--- src/rtl/frame_proc_fsm_p_if.sv ---
// Handshake and status bundle between the frame sequencer and its data source / word mux.
// The sequencer connects through master; the source side connects through slave.
interface frame_proc_fsm_p_if #(
    parameter int MAX_DATA = 1024
);
    localparam int CW = $clog2(MAX_DATA + 1);

    logic          EN;
    logic          VALID;
    logic          RD_EN;
    logic          TX_ACK;
    logic          CLR_CRC;
    logic          CRC_DV;
    logic [2:0]    SEL;
    logic [1:0]    CRC_IDX;
    logic          TRUNC;
    logic          FRM_DONE;
    logic [CW-1:0] FRM_LEN;
    logic [3:0]    FRM_STATE;

    modport master (
        input  EN, VALID,
        output RD_EN, TX_ACK, CLR_CRC, CRC_DV, SEL, CRC_IDX, TRUNC, FRM_DONE, FRM_LEN, FRM_STATE
    );

    modport slave (
        output EN, VALID,
        input  RD_EN, TX_ACK, CLR_CRC, CRC_DV, SEL, CRC_IDX, TRUNC, FRM_DONE, FRM_LEN, FRM_STATE
    );
endinterface

--- src/rtl/frame_proc_fsm_p.sv ---
// Transmit frame sequencer: SOP, preamble, SOF, payload, pad, CRC, EOP, inter-frame gap.
// Every output is a flop loaded from the next-state decode, so outputs move with the state.
module frame_proc_fsm_p #(
    parameter int PRE_WORDS = 3,
    parameter int CRC_WORDS = 2,
    parameter int MIN_DATA  = 32,
    parameter int MAX_DATA  = 1024,
    parameter int IFG_CYC   = 4
) (
    input  logic                  CLK,
    input  logic                  RST,
    frame_proc_fsm_p_if.master    bus
);
    localparam int CW = $clog2(MAX_DATA + 1);
    localparam int IW = (IFG_CYC > 1) ? $clog2(IFG_CYC) : 1;

    typedef enum logic [3:0] {
        IDLE = 4'd0,
        SOP  = 4'd1,
        PRE  = 4'd2,
        SOF  = 4'd3,
        DATA = 4'd4,
        PAD  = 4'd5,
        CRC  = 4'd6,
        EOP  = 4'd7,
        IFG  = 4'd8
    } state_t;

    state_t        state, state_n;
    logic [CW-1:0] cnt, cnt_n;
    logic [CW-1:0] frm_len, frm_len_n;
    logic [3:0]    pre_cnt, pre_cnt_n;
    logic [1:0]    crc_idx, crc_idx_n;
    logic [IW-1:0] ifg_cnt, ifg_cnt_n;
    logic          rd_en, rd_en_n;
    logic          trunc, trunc_n;
    logic [2:0]    sel, sel_n;
    logic          clr_crc, clr_crc_n;
    logic          crc_dv, crc_dv_n;
    logic          tx_ack, tx_ack_n;
    logic          frm_done, frm_done_n;

    always_comb begin
        state_n   = state;
        cnt_n     = cnt;
        frm_len_n = frm_len;
        pre_cnt_n = pre_cnt;
        crc_idx_n = '0;
        ifg_cnt_n = ifg_cnt;
        rd_en_n   = 1'b0;
        trunc_n   = 1'b0;

        case (state)
            IDLE: begin
                if (bus.EN && bus.VALID) begin
                    state_n = SOP;
                    cnt_n   = '0;
                end
            end
            SOP: begin
                state_n   = PRE;
                pre_cnt_n = '0;
            end
            PRE: begin
                if (int'(pre_cnt) == PRE_WORDS - 1) state_n = SOF;
                else                                pre_cnt_n = pre_cnt + 1'b1;
            end
            SOF: begin
                state_n = DATA;
                if (bus.VALID) begin
                    rd_en_n = 1'b1;
                    cnt_n   = cnt + 1'b1;
                end
            end
            DATA: begin
                // A DATA cycle without a read is the terminating cycle, whatever VALID does now.
                if (rd_en && int'(cnt) == MAX_DATA) begin
                    state_n = CRC;
                    trunc_n = bus.VALID;
                end else if (rd_en && bus.VALID) begin
                    rd_en_n = 1'b1;
                    cnt_n   = cnt + 1'b1;
                end else if (int'(cnt) < MIN_DATA) begin
                    state_n = PAD;
                    cnt_n   = cnt + 1'b1;
                end else begin
                    state_n = CRC;
                end
            end
            PAD: begin
                if (int'(cnt) == MIN_DATA) state_n = CRC;
                else                       cnt_n   = cnt + 1'b1;
            end
            CRC: begin
                if (int'(crc_idx) == CRC_WORDS - 1) begin
                    state_n   = EOP;
                    frm_len_n = cnt;
                end else begin
                    crc_idx_n = crc_idx + 1'b1;
                end
            end
            EOP: begin
                if (IFG_CYC > 0) begin
                    state_n   = IFG;
                    ifg_cnt_n = '0;
                end else begin
                    state_n = IDLE;
                end
            end
            IFG: begin
                if (int'(ifg_cnt) == IFG_CYC - 1) state_n = IDLE;
                else                              ifg_cnt_n = ifg_cnt + 1'b1;
            end
            default: state_n = IDLE;
        endcase

        // Low three code bits equal the mux select for SOP..EOP; IDLE and IFG both map to 0.
        sel_n      = state_n[2:0];
        clr_crc_n  = (state_n == SOP) || (state_n == PRE) || (state_n == SOF);
        tx_ack_n   = (state_n == SOF);
        frm_done_n = (state_n == EOP);
        crc_dv_n   = rd_en_n || (state_n == PAD);
    end

    always_ff @(posedge CLK or posedge RST) begin
        if (RST) begin
            state    <= IDLE;
            cnt      <= '0;
            frm_len  <= '0;
            pre_cnt  <= '0;
            crc_idx  <= '0;
            ifg_cnt  <= '0;
            rd_en    <= 1'b0;
            trunc    <= 1'b0;
            sel      <= '0;
            clr_crc  <= 1'b0;
            crc_dv   <= 1'b0;
            tx_ack   <= 1'b0;
            frm_done <= 1'b0;
        end else begin
            state    <= state_n;
            cnt      <= cnt_n;
            frm_len  <= frm_len_n;
            pre_cnt  <= pre_cnt_n;
            crc_idx  <= crc_idx_n;
            ifg_cnt  <= ifg_cnt_n;
            rd_en    <= rd_en_n;
            trunc    <= trunc_n;
            sel      <= sel_n;
            clr_crc  <= clr_crc_n;
            crc_dv   <= crc_dv_n;
            tx_ack   <= tx_ack_n;
            frm_done <= frm_done_n;
        end
    end

    assign bus.RD_EN     = rd_en;
    assign bus.TX_ACK    = tx_ack;
    assign bus.CLR_CRC   = clr_crc;
    assign bus.CRC_DV    = crc_dv;
    assign bus.SEL       = sel;
    assign bus.CRC_IDX   = crc_idx;
    assign bus.TRUNC     = trunc;
    assign bus.FRM_DONE  = frm_done;
    assign bus.FRM_LEN   = frm_len;
    assign bus.FRM_STATE = state;
endmodule

--- src/flat_wrapper.sv ---
// flat-port wrapper written by rule: the top's interface ports become plain ports
module frame_proc_fsm_p_flat 
#(
    parameter int PRE_WORDS = 3,
    parameter int CRC_WORDS = 2,
    parameter int MIN_DATA  = 32,
    parameter int MAX_DATA  = 1024,
    parameter int IFG_CYC   = 4
)
  (CLK, RST, bus_EN, bus_VALID, bus_RD_EN, bus_TX_ACK, bus_CLR_CRC, bus_CRC_DV, bus_SEL, bus_CRC_IDX, bus_TRUNC, bus_FRM_DONE, bus_FRM_LEN, bus_FRM_STATE);
  frame_proc_fsm_p_if #(.MAX_DATA(MAX_DATA)) bus_i ();
  input  logic CLK;
  input  logic RST;
  input wire logic [$bits(bus_i.EN)-1:0] bus_EN;
  input wire logic [$bits(bus_i.VALID)-1:0] bus_VALID;
  output wire logic [$bits(bus_i.RD_EN)-1:0] bus_RD_EN;
  output wire logic [$bits(bus_i.TX_ACK)-1:0] bus_TX_ACK;
  output wire logic [$bits(bus_i.CLR_CRC)-1:0] bus_CLR_CRC;
  output wire logic [$bits(bus_i.CRC_DV)-1:0] bus_CRC_DV;
  output wire logic [$bits(bus_i.SEL)-1:0] bus_SEL;
  output wire logic [$bits(bus_i.CRC_IDX)-1:0] bus_CRC_IDX;
  output wire logic [$bits(bus_i.TRUNC)-1:0] bus_TRUNC;
  output wire logic [$bits(bus_i.FRM_DONE)-1:0] bus_FRM_DONE;
  output wire logic [$bits(bus_i.FRM_LEN)-1:0] bus_FRM_LEN;
  output wire logic [$bits(bus_i.FRM_STATE)-1:0] bus_FRM_STATE;
  assign bus_i.EN = bus_EN;
  assign bus_i.VALID = bus_VALID;
  assign bus_RD_EN = bus_i.RD_EN;
  assign bus_TX_ACK = bus_i.TX_ACK;
  assign bus_CLR_CRC = bus_i.CLR_CRC;
  assign bus_CRC_DV = bus_i.CRC_DV;
  assign bus_SEL = bus_i.SEL;
  assign bus_CRC_IDX = bus_i.CRC_IDX;
  assign bus_TRUNC = bus_i.TRUNC;
  assign bus_FRM_DONE = bus_i.FRM_DONE;
  assign bus_FRM_LEN = bus_i.FRM_LEN;
  assign bus_FRM_STATE = bus_i.FRM_STATE;
  frame_proc_fsm_p #(.PRE_WORDS(PRE_WORDS), .CRC_WORDS(CRC_WORDS), .MIN_DATA(MIN_DATA), .MAX_DATA(MAX_DATA), .IFG_CYC(IFG_CYC)) u_core (.CLK(CLK), .RST(RST), .bus(bus_i));
endmodule
--- config.mk ---
export PLATFORM = sky130hd
export DESIGN_NAME = frame_proc_fsm_p_flat
export DESIGN_NICKNAME = d
export VERILOG_FILES = /design/src/rtl/frame_proc_fsm_p_if.sv /design/src/rtl/frame_proc_fsm_p.sv /design/src/flat_wrapper.sv
export SDC_FILE = /design/constraint.sdc
export NUM_CORES = 1
export LEC_CHECK = 0
export BUFFER_PORTS_ARGS = -buffer_cell sky130_fd_sc_hd__buf_2
export CORE_UTILIZATION = 41
export CTS_CLUSTER_DIAMETER = 50
export DETAILED_ROUTE_END_ITERATION = 8
export GPL_TIMING_DRIVEN = 0
export MAX_ROUTING_LAYER = met4
export SYNTH_ARGS = -nofsm -noshare
export SYNTH_HDL_FRONTEND = slang
export SYNTH_SLANG_ARGS = --single-unit
--- constraint.sdc ---
create_clock -name CLK -period 6.8 [get_ports CLK]
set_input_delay 0.68 -clock CLK [delete_from_list [all_inputs] [get_ports CLK]]
set_output_delay 0.68 -clock CLK [all_outputs]
set_load 0.005 [all_outputs]
==> impl_summary.txt, run 1 <==
----------------------------------------------------
[Global route]
  Tot GR Track Use ... 18.7%
  Via count of the first global-routing pass ... 1500
  Initial antenna violation count ... 0
  Maximum number of pins on one net before global-route repair ... 41
  Leftover overflow at the end of global routing ... 0
  Wire length of the first global-routing pass ... 7310 um

[Setup path]
  Worst r2r src ... u_core.cnt[0]
  Required time of the critical path ... 6.98 ns
  Slowest-stage cell, CP ... sky130_fd_sc_hd__or4_1
  R2R setup slack ... 4.24 ns
  Kind of cell with the highest combined delay on the critical path ... simple AND/OR/NAND/NOR gates
  Critical path peak fanout ... 7
  CP endpoint kind ... flop
  Cell breakdown of the critical path ... inv_1, ha_1, or4b_4, or4_1, buf_2, nand2_2, or3_4, mux2_4
  Worst Reg2Reg Path Length in Cells ... 8
  Number of buffer and inverter instances along the worst setup path ... 2
  Capturing point of the worst reg2reg path ... u_core.cnt[0]
  Largest stage delay on the critical path ... 0.52 ns
  Critical path type ... reg -> reg
  Data arrival at the endpoint of the critical path ... 2.74 ns
  CP startpoint kind ... flop

[Timing]
  Fin crit share ... 37.6%
  Final critical delay including setup and external delays ... 2.56 ns
  Final Worst Setup Slack ... 4.24 ns
  Transition time at the pin with the least slew margin ... 0.813 ns
  Sum of negative setup slack ... 0 ns
  Normalized max-slew margin ... 45.7%
  Count of pins over their slew limit ... 0
  RSZ-0062 raised after global routing ... false
  Upper clock frequency limit ... 0.391 GHz
  Final setup viols ... 0
  Post-route clock skew ... 0.00434 ns
  Hold violation count in the final report ... 0

[Clock tree]
  Clock network latency to the later pin of the worst-skew pair ... 0.29 ns
  CTS HTree Levels ... 2
  Clock-pin slew on the worst setup and hold paths ... 0.07 ns
  Clock tree root buffer cell ... sky130_fd_sc_hd__clkbuf_8
  Count of hold-fix buffers inserted at cts ... 0
  Clock tree from TritonCTS ... yes
  Post-CTS setup-driven buffer insertion count ... 0
  Clock Tree Buf Depth ... 2
  Num CTS Buffers ... 5
  PostCTS Resize Cnt ... 0
  Num Clock Sinks ... 40

[Flow run]
  Number of maximum-capacitance constraint violations ... 0

[Place]
  Total half-perimeter wirelength after legalization and detailed placement ... 3130 um
  Pre-CTS worst setup slack ... 4.27 ns
  Number of buffer cells added on primary ports ... 29
  Placer congestion estimate ... 0.922
  Cell area after placement ... 2320 sq um

[Detailed routing]
  Antenna-violating nets left ... 0
  Total routed wire length on the met1 layer ... 2240 um
  Detailed-router iteration count before antenna repair ... 4
  DR WL met3 ... 143 um
  DRT iter0 DRCs ... 81
  Number of vias after detailed routing ... 1695
  Average vias per placed instance ... 5.09
  Residual DRC ... 0
  Routed length on met2 ... 1930 um
  Average detailed-routed wire length per instance ... 13.2 um
  Highest layer used for signal routing ... met4
  WL final ... 4380 um

[Synth]
  Dominant synthesized flop cell ... sky130_fd_sc_hd__dfrtp_1
  Share of synthesized registers carrying an async set or reset ... 100%
  Sequential-to-total area share from yosys stat ... 48.0%
  Complex-gate fraction of the synthesized area ... 12.3%
  Proportion of synthesized area in mux cells ... 1.68%
  Cell variety after synth ... 44
  Top-area cell type share of the netlist area ... 48.0%
  Number of enable-type register cells in the synthesized netlist ... 0
  Synthesized instance count ... 229
  Synth Register Bits ... 40
  Largest area contributor in the netlist ... sky130_fd_sc_hd__dfrtp_1
  Synthesis Warnings ... 0
  Top-count cell post-synth ... sky130_fd_sc_hd__nand2_1
  XOR/XNOR share of the synthesized area ... 0.420%
  Adder-cell share of the synthesized area ... 3.00%
  Post-synthesis average cell area ... 9.11 sq um
  Largest family of logic cells by synthesized area ... simple AND/OR/NAND/NOR gates
  Total nets after synthesis ... 238
  Top cell types by occurrence after synthesis ... sky130_fd_sc_hd__nand2_1, sky130_fd_sc_hd__dfrtp_1, sky130_fd_sc_hd__nor2_1
  Mapped Area ... 2090 sq um
  Area fraction in and, or, nand and nor cells after synthesis ... 29.9%
  Ranking of synthesized cells by area ... sky130_fd_sc_hd__dfrtp_1, sky130_fd_sc_hd__nand2_1, sky130_fd_sc_hd__o21ai_0, sky130_fd_sc_hd__or4_1, sky130_fd_sc_hd__ha_1

[Floorplanning]
  Effective utilization at floorplan ... 43.3%
  Die height ... 73.3 um
  Area enclosed by the die boundary ... 5380 sq um
  Core Region ... 4820 sq um
  Overall die width ... 73.3 um
  Num rows ... 25
  I/O pin count ... 30

[Min path]
  Min-delay src ... u_core.bus.CRC_IDX[0]
  Min-delay worst type ... reg -> reg
  Number of cells on the worst hold path ... 1
  Hold EP ... u_core.bus.CRC_IDX[0]

[Finish]
  Share of post-route cells with drive strength above 1 ... 18.8%
  Layout Cell Area excl Fill ... 2410 sq um
  Ant diodes ... 0
  Net count reported at finish ... 274
  P&R area growth vs syn ... 15.3%

[Power and ir drop]
  Int Pwr ... 0.000516 W
  Maximum vdd ir drop ... 0.000159 V
  Pwr Density ... 346 nW/um^2
  Leakage ... 1.18 nW
  Power share of the clock group ... 19.4%
  Power share of the combinational group ... 40.1%
  Switching Power ... 0.000316 W
  Sequential fraction of design power ... 40.5%
  Sw Ratio ... 38.0%

[Status]
  Outcome ... completed

----------------------------------------------------
sequential cells by signal, summed over array words and instances, names as in the netlist:
register and flops:
u_core.bus.CRC_DV 1, u_core.bus.FRM_DONE 1, u_core.bus.CRC_IDX 2, u_core.bus.CLR_CRC 1, u_core.bus.TRUNC 1, u_core.pre_cnt 4
u_core.bus.FRM_STATE 4, u_core.bus.FRM_LEN 11, u_core.ifg_cnt 2, u_core.bus.RD_EN 1, u_core.cnt 11, u_core.bus.TX_ACK 1
power by group through the flow:
stage	Clock [W]	Combinational [W]	Sequential, W
finish	0.000161	0.000334	0.000337
global route	0.000176	0.000380	0.000345
CTS	0.000167	0.000335	0.000337
floorplan	0	0.000240	0.000336
global placement	0	0.000333	0.000341
detailed placement	0	0.000334	0.000342
metrics by stage:
step                      total power, W  util, %  hold slack [ns]  std cells
after detailed placement        0.000676     48.1            0.448        325
after floorplan                 0.000576        -            0.457        229
after CTS                       0.000840     49.9            0.473        333
after global placement          0.000674     48.1            0.455        325
after global routing            0.000901     49.9            0.489        333
final                           0.000832     49.9            0.468        333
final cells by class:
cell class | instances | area, sq um
Fill cell | 480 | 2410
Timing Repair Buffer | 29 | 145
Multi-Input combinational cell | 168 | 987
Inverter | 9 | 33.8
Buffer | 12 | 65.1
Tap cell | 67 | 83.8
Clock buffer | 8 | 90.1
Sequential cell | 40 | 1000
worst max path at each step:
stage / start / endpoint / slack (ns) / depth (start not counted)
2_1_floorplan: u_core.cnt[0] / u_core.cnt[0] / 4.42 / 8
3_3_place_gp: u_core.cnt[0] / u_core.cnt[0] / 4.26 / 8
3_5_place_dp: u_core.cnt[0] / u_core.cnt[0] / 4.27 / 8
4_1_cts: u_core.cnt[0] / u_core.cnt[0] / 4.24 / 8
5_1_grt: u_core.cnt[0] / u_core.cnt[0] / 4.09 / 8
6_report: u_core.cnt[0] / u_core.cnt[0] / 4.24 / 8
logic make-up (layout without fill, tap and decap cells):
kind of cell,Yosys count,in the layout
compound gates,40,40
flops,40,40
fa+ha+maj,5,5
buf+inv,21,58
simple gates,119,119
xor+xnor,1,1
mux,3,3
per-layer routing:
layer	vias up	GRT usage [%]
met2	28	26.9
met4	0	6.41
met3	7	4.12
met5	-	-
li1	879	-
met1	781	25.9
cells in the final DEF (no fill, tap or decap), drive strengths merged, types with 2 or more instances in the layout:
cell type,count
inv,8
nand2,47
o211ai,6
nand3,10
buf,34
and2,3
mux2i,2
or4,10
o21ai,14
or4b,2
nor3,6
nor3b,2
nor2b,3
a21oi,7
and3,3
or3,2
ha,5
nand2b,5
o31ai,4
nor2,16
a31oi,2
nand4,5
dfrtp,40
clkbuf,15
Power figures use the tool's default switching activity.
==> run 2: changes to the inputs <==
- clock period: 6.8 -> 2.4 ns (I/O delays scaled with it)
==> run 2 against run 1 <==
Non-clock buffer count up 4. Clock-buffer cell count unchanged. Sequential share of layout area down 0.95 points. Clock power rose to 2.8 times the previous value. Cell area up 2.3%. Die area unchanged. Final cell count up 1.2%. Setup slack worse by 4.2 ns. Global-route usage up 0.18 points. Critical endpoint is now u_core.cnt[3].
==> impl_summary.txt, run 2 (synthesized netlist as in run 1, its figures left out) <==
----------------------------------------------------
[Power and ir drop]
  Maximum vdd ir drop ... 0.000449 V (was 0.000159 V)
  Sequential fraction of design power ... 39.8% (was 40.5%)
  Leakage ... 1.21 nW (was 1.18 nW)
  Power share of the combinational group ... 41.5% (was 40.1%)
  Pwr Density ... 993 nW/um^2 (was 346 nW/um^2)
  Sw Ratio ... 37.8% (was 38.0%)
  Int Pwr ... 0.00152 W (was 0.000516 W)
  Power share of the clock group ... 18.7% (was 19.4%)
  Switching Power ... 0.000926 W (was 0.000316 W)

[Global route]
  Via count of the first global-routing pass ... 1521 (was 1500)
  Global routing usage on met3 ... 4.12% (unchanged)
  Initial antenna violation count ... 0 (unchanged)
  Met1 usage ... 26.1% (was 25.9%)
  M2 GR Usage ... 27.3% (was 26.9%)
  Maximum number of pins on one net before global-route repair ... 41 (unchanged)
  Leftover overflow at the end of global routing ... 0 (unchanged)
  Wire length of the first global-routing pass ... 7380 um (was 7310 um)
  Busiest layer in global routing ... met2 (unchanged)
  Tot GR Track Use ... 18.8% (was 18.7%)

[Detailed routing]
  WL final ... 4450 um (was 4380 um)
  Average detailed-routed wire length per instance ... 13.2 um (about the same)
  Average vias per placed instance ... 5.10 (was 5.09)
  Number of vias after detailed routing ... 1720 (was 1695)
  Detailed-router iteration count before antenna repair ... 4 (unchanged)
  DRT iter0 DRCs ... 68 (was 81)
  Residual DRC ... 0 (unchanged)
  Antenna-violating nets left ... 0 (unchanged)

[Setup path]
  CP startpoint kind ... flop (unchanged)
  Critical path type ... reg -> reg (unchanged)
  Required time of the critical path ... 2.63 ns (was 6.98 ns)
  CP endpoint kind ... flop (unchanged)
  Data arrival at the endpoint of the critical path ... 2.59 ns (was 2.74 ns)
  Critical path peak fanout ... 10 (was 7)

[Finish]
  Multi-input logic area ... 1010 sq um (was 987 sq um)
  Layout filler cell count ... 470 (was 480)
  Cell Count, Final, Fillers Out ... 337 (was 333)
  FF+latch area ... 1000 sq um (unchanged)
  Layout Cell Area excl Fill ... 2460 sq um (was 2410 sq um)
  P&R area growth vs syn ... 18.0% (was 15.3%)
  Most common cell after layout, fill and taps aside ... sky130_fd_sc_hd__nand2_1 (unchanged)
  Final Core Density ... 51.1% (was 49.9%)
  Ant diodes ... 0 (unchanged)
  Commonest cells after routing, fill and taps aside ... sky130_fd_sc_hd__nand2_1, sky130_fd_sc_hd__dfrtp_1, sky130_fd_sc_hd__buf_2, sky130_fd_sc_hd__nor2_1, sky130_fd_sc_hd__o21ai_0 (unchanged)
  Net count reported at finish ... 278 (was 274)
  Share of post-route cells with drive strength above 1 ... 21.9% (was 18.8%)

[Floorplanning]
  Effective utilization at floorplan ... 43.3% (unchanged)
  I/O pin count ... 30 (unchanged)
  Die height ... 73.3 um (unchanged)
  Area enclosed by the die boundary ... 5380 sq um (unchanged)
  Overall die width ... 73.3 um (unchanged)
  Core Region ... 4820 sq um (unchanged)
  Num rows ... 25 (unchanged)

[Timing]
  Final critical delay including setup and external delays ... 2.36 ns (was 2.56 ns)
  Hold violation count in the final report ... 0 (unchanged)
  Final setup viols ... 0 (unchanged)
  RSZ-0062 raised after global routing ... true (was false)
  Fin crit share ... 98.4% (was 37.6%)
  Normalized max-slew margin ... 45.6% (was 45.7%)
  Count of pins over their slew limit ... 0 (unchanged)
  Post-route clock skew ... 0.00521 ns (was 0.00434 ns)
  Transition time at the pin with the least slew margin ... 0.814 ns (was 0.813 ns)
  Worst-case hold slack ... 0.102 ns (was 0.468 ns)
  Final Worst Setup Slack ... 0.0389 ns (was 4.24 ns)
  Upper clock frequency limit ... 0.424 GHz (was 0.391 GHz)

[Clock tree]
  Clock tree root buffer cell ... sky130_fd_sc_hd__clkbuf_8 (unchanged)
  CTS HTree Levels ... 2 (unchanged)
  Clock network latency to the later pin of the worst-skew pair ... 0.29 ns (about the same)
  Count of hold-fix buffers inserted at cts ... 0 (unchanged)
  Clock Tree Buf Depth ... 2 (unchanged)
  Num CTS Buffers ... 5 (unchanged)
  Clock-pin slew on the worst setup and hold paths ... 0.07 ns (about the same)
  Num Clock Sinks ... 40 (unchanged)
  Clock tree from TritonCTS ... yes (unchanged)

[Place]
  Pre-CTS worst setup slack ... -0.128 ns (was 4.27 ns)
  Number of buffer cells added on primary ports ... 29 (unchanged)
  Placer congestion estimate ... 0.922 (unchanged)
  Total half-perimeter wirelength after legalization and detailed placement ... 3130 um (unchanged)
  Cell area after placement ... 2320 sq um (unchanged)
  Inst Count DP ... 325 (unchanged)

[Status]
  Outcome ... completed (unchanged)

[Min path]
  Min-delay worst type ... in -> async (was reg -> reg)

[Flow run]
  Number of maximum-capacitance constraint violations ... 0 (unchanged)

----------------------------------------------------
## run 2: what timing repair did
| item | 4_1_cts | 5_1_grt |
|---|---|---|
| pin swaps | 1 | 2 |
| endpoints found under the setup margin | 2 | 17 |
| resized for setup | 5 | 3 |
| buffers inserted | 5 | 1 |
## run 2: layer usage
| metal | vias up | share of wire [%] |
|---|---|---|
| met5 | - | 0 |
| met2 | 31 | 46 |
| met3 | 7 | 3.5 |
| li1 | 886 | - |
| met4 | 0 | 1.4 |
| met1 | 796 | 49 |
## run 2: power groups by stage
stage	logic [W]	clock network, W	registers [W]
after floorplan	0.000680	0	0.000951
after CTS	0.00102	0.000474	0.000951
after global placement	0.000943	0	0.000966
after global routing	0.00115	0.000500	0.000993
after detailed placement	0.000946	0	0.000968
final	0.00101	0.000458	0.000973
## run 2: final timing paths
check | startpoint | endpoint | slack [ns] | depth (start not counted)
hold reg to reg | u_core.bus.CRC_IDX[0] | u_core.bus.CRC_IDX[0] | 0.47 | 1
setup / recovery | u_core.cnt[8] | u_core.cnt[3] | 0.04 | 6
hold / removal | RST | u_core.bus.CRC_DV | 0.10 | 2
min in group CLK | bus_VALID | u_core.bus.TRUNC | 0.24 | 3
max in group asynchronous | RST | u_core.bus.FRM_LEN[3] | 1.79 | 2
setup reg to reg | u_core.cnt[8] | u_core.cnt[3] | 0.04 | 6
## run 2: worst max-delay path: stages (launching register included)
cell and delay, ns:
sky130_fd_sc_hd__dfrtp_1 0.42, sky130_fd_sc_hd__or4_4 0.58, sky130_fd_sc_hd__or3_4 0.36, sky130_fd_sc_hd__o211a_2 0.19, sky130_fd_sc_hd__buf_6 0.17, sky130_fd_sc_hd__or4_1 0.50
sky130_fd_sc_hd__nand2_1 0.08
## run 2: layout make-up
class                   instances  area share, %
clock buffers                   8           3.66
inverters                       9           1.37
well taps                      67           3.40
multi-input cells             168           40.9
plain buffers                  10           2.29
flip-flops and latches         40           40.7
repair buffers                 35           7.72
## run 2: metrics by stage
| stage | total power (W) | TNS, ns |
|---|---|---|
| floorplan | 0.00163 | 0 |
| global placement | 0.00191 | -0.171 |
| detailed placement | 0.00191 | -0.128 |
| CTS | 0.00244 | 0 |
| global route | 0.00264 | -0.0134 |
| finish | 0.00245 | 0 |
==> run 3: changes to the inputs <==
- CORE_UTILIZATION: 41 -> 37
- RECOVER_POWER: unset -> 25
==> run 3 against run 2 <==
The run now ends with max-capacitance violations, max-slew violations left. Global-route usage decreased by 1.6 points. Clock power is 18% higher. Final cell count up 1.8%. Critical path depth unchanged. Clock-buffer cell count decreased by 2.
==> impl_summary.txt, run 3 (synthesized netlist as in run 1, its figures left out) <==
----------------------------------------------------
[Status]
  Outcome ... finished, violations left (was completed)
  Violated checks ... max-capacitance violations, max-slew violations

[Timing]
  Sum of negative setup slack ... 0 ns (unchanged)
  Post-route clock skew ... 0.00275 ns (was 0.00521 ns)
  Hold violation count in the final report ... 0 (unchanged)
  Final Worst Setup Slack ... 0.0580 ns (was 0.0389 ns)
  Upper clock frequency limit ... 0.427 GHz (was 0.424 GHz)
  Final critical delay including setup and external delays ... 2.34 ns (was 2.36 ns)
  Fin crit share ... 97.6% (was 98.4%)
  Transition time at the pin with the least slew margin ... 1.54 ns (was 0.814 ns)
  Count of pins over their slew limit ... 41 (was 0)
  Final setup viols ... 0 (unchanged)
  Normalized max-slew margin ... -2.61% (was 45.6%)
  Worst-case hold slack ... 0.239 ns (was 0.102 ns)

[Clock tree]
  Clock tree from TritonCTS ... yes (unchanged)
  Clock network latency to the later pin of the worst-skew pair ... 0.29 ns (about the same)
  CTS HTree Levels ... 2 (unchanged)
  Num Clock Sinks ... 40 (unchanged)
  Num CTS Buffers ... 5 (unchanged)
  Clock tree root buffer cell ... sky130_fd_sc_hd__clkbuf_8 (unchanged)
  Clock-pin slew on the worst setup and hold paths ... 0.08 ns (was 0.07 ns)
  Count of hold-fix buffers inserted at cts ... 0 (unchanged)
  Clock Tree Buf Depth ... 2 (unchanged)

[Global route]
  Via count of the first global-routing pass ... 1601 (was 1521)
  Busiest layer in global routing ... met2 (unchanged)
  M2 GR Usage ... 24.7% (was 27.3%)
  Met1 usage ... 24.3% (was 26.1%)
  Initial antenna violation count ... 0 (unchanged)
  Wire length of the first global-routing pass ... 7850 um (was 7380 um)
  Tot GR Track Use ... 17.2% (was 18.8%)
  Leftover overflow at the end of global routing ... 0 (unchanged)
  Global routing usage on met3 ... 3.21% (was 4.12%)
  Maximum number of pins on one net before global-route repair ... 41 (unchanged)

[Floorplanning]
  Area enclosed by the die boundary ... 5950 sq um (was 5380 sq um)
  Core Region ... 5270 sq um (was 4820 sq um)
  Effective utilization at floorplan ... 39.6% (was 43.3%)
  Die height ... 77.1 um (was 73.3 um)
  Overall die width ... 77.1 um (was 73.3 um)
  I/O pin count ... 30 (unchanged)
  Num rows ... 26 (was 25)

[Finish]
  Commonest cells after routing, fill and taps aside ... sky130_fd_sc_hd__nand2_1, sky130_fd_sc_hd__dfrtp_1, sky130_fd_sc_hd__buf_2, sky130_fd_sc_hd__nor2_1, sky130_fd_sc_hd__o21ai_0 (unchanged)
  Cell Count, Final, Fillers Out ... 343 (was 337)
  Layout filler cell count ... 527 (was 470)
  Final Core Density ... 47.9% (was 51.1%)
  Most common cell after layout, fill and taps aside ... sky130_fd_sc_hd__nand2_1 (unchanged)
  Net count reported at finish ... 281 (was 278)
  FF+latch area ... 1000 sq um (about the same)
  Multi-input logic area ... 1020 sq um (was 1010 sq um)
  Share of post-route cells with drive strength above 1 ... 23.4% (was 21.9%)
  P&R area growth vs syn ... 20.9% (was 18.0%)
  Ant diodes ... 0 (unchanged)

[Place]
  Inst Count DP ... 328 (was 325)
  Pre-CTS worst setup slack ... -0.152 ns (was -0.128 ns)
  Total half-perimeter wirelength after legalization and detailed placement ... 3200 um (was 3130 um)
  Placer congestion estimate ... 0.841 (was 0.922)
  Number of buffer cells added on primary ports ... 29 (unchanged)

[Setup path]
  R2R setup slack ... 0.06 ns (was 0.04 ns)
  CP endpoint kind ... flop (unchanged)
  Critical path peak fanout ... 10 (unchanged)
  Cell breakdown of the critical path ... or4_4, or3_4, o211a_2, buf_6, or4_1, nand2_1 (unchanged)
  Number of buffer and inverter instances along the worst setup path ... 1 (unchanged)
  Required time of the critical path ... 2.64 ns (was 2.63 ns)
  Kind of cell with the highest combined delay on the critical path ... simple AND/OR/NAND/NOR gates (unchanged)
  Critical path type ... reg -> reg (unchanged)
  Largest stage delay on the critical path ... 0.59 ns (was 0.58 ns)
  Data arrival at the endpoint of the critical path ... 2.58 ns (was 2.59 ns)
  Worst Reg2Reg Path Length in Cells ... 6 (unchanged)
  CP startpoint kind ... flop (unchanged)
  Critical Path Stages ... 6 (unchanged)
  Slowest-stage cell, CP ... sky130_fd_sc_hd__or4_4 (unchanged)

[Detailed routing]
  Detailed-router iteration count before antenna repair ... 4 (unchanged)
  DRT iter0 DRCs ... 118 (was 68)
  WL final ... 4650 um (was 4450 um)
  Antenna-violating nets left ... 0 (unchanged)
  Average detailed-routed wire length per instance ... 13.5 um (was 13.2 um)
  Residual DRC ... 0 (unchanged)
  Average vias per placed instance ... 5.08 (was 5.10)
  Number of vias after detailed routing ... 1743 (was 1720)

[Min path]
  Number of cells on the worst hold path ... 3
  Min-delay worst type ... in -> reg (was in -> async)

[Power and ir drop]
  Maximum vdd ir drop ... 0.000468 V (was 0.000449 V)
  Leakage ... 1.24 nW (was 1.21 nW)
  Pwr Density ... 1020 nW/um^2 (was 993 nW/um^2)

[Flow run]
  Number of maximum-capacitance constraint violations ... 1 (was 0)

----------------------------------------------------
==> run 3: worst reg2reg max path, stage by stage (launching register included) <==
cell and delay (ns):
sky130_fd_sc_hd__dfrtp_1 0.42, sky130_fd_sc_hd__or4_4 0.59, sky130_fd_sc_hd__or3_4 0.36, sky130_fd_sc_hd__o211a_2 0.19, sky130_fd_sc_hd__buf_6 0.16, sky130_fd_sc_hd__or4_1 0.49, sky130_fd_sc_hd__nand2_1 0.08
==> run 3: layout make-up <==
cell class / instances / area share, %
multi-input cells: 168 / 40.5
flip-flops and latches: 40 / 39.7
repair buffers: 38 / 8.43
well taps: 70 / 3.47
clock buffers: 6 / 2.88
plain buffers: 10 / 2.23
clock inverters: 2 / 1.39
inverters: 9 / 1.34
==> run 3: worst paths after layout <==
check,from,to
min in group asynchronous,RST,u_core.bus.FRM_LEN[1]
max in group asynchronous,RST,u_core.cnt[9]
worst min register to register,u_core.bus.FRM_LEN[7],u_core.bus.FRM_LEN[7]
worst max register to register,u_core.cnt[8],u_core.cnt[4]
worst min-delay path,bus_VALID,u_core.bus.TRUNC
worst max-delay path,u_core.cnt[8],u_core.cnt[4]
==> run 3: timing repair <==
item                       in CTS  in global routing
pin swaps                       2                  2
setup buffers                   6                  3
setup endpoints to repair       3                 16
gates resized for setup         5                  6
==> run 3: metrics by stage <==
stage / cell area, sq um / power (W)
after floorplan: 2090 / 0.00163
after global placement: 2320 / 0.00190
after detailed placement: 2320 / 0.00192
after CTS: 2490 / 0.00254
after global routing: 2520 / 0.00278
final: 2520 / 0.00258
==> run 3: per-layer routing <==
metal / up-vias / part of all wire [%]
met3: 5 / 3.0
met1: 809 / 51
met4: 0 / 1.4
li1: 900 / -
met5: - / 0
met2: 29 / 45
==> run 3: power breakdown <==
group	internal (W)	total [W]	switching, W
Clock	0.000309	0.000542	0.000233
Sequential	0.000820	0.000975	0.000155
Combinational	0.000498	0.00106	0.000566
Total	0.00163	0.00258	0.000954
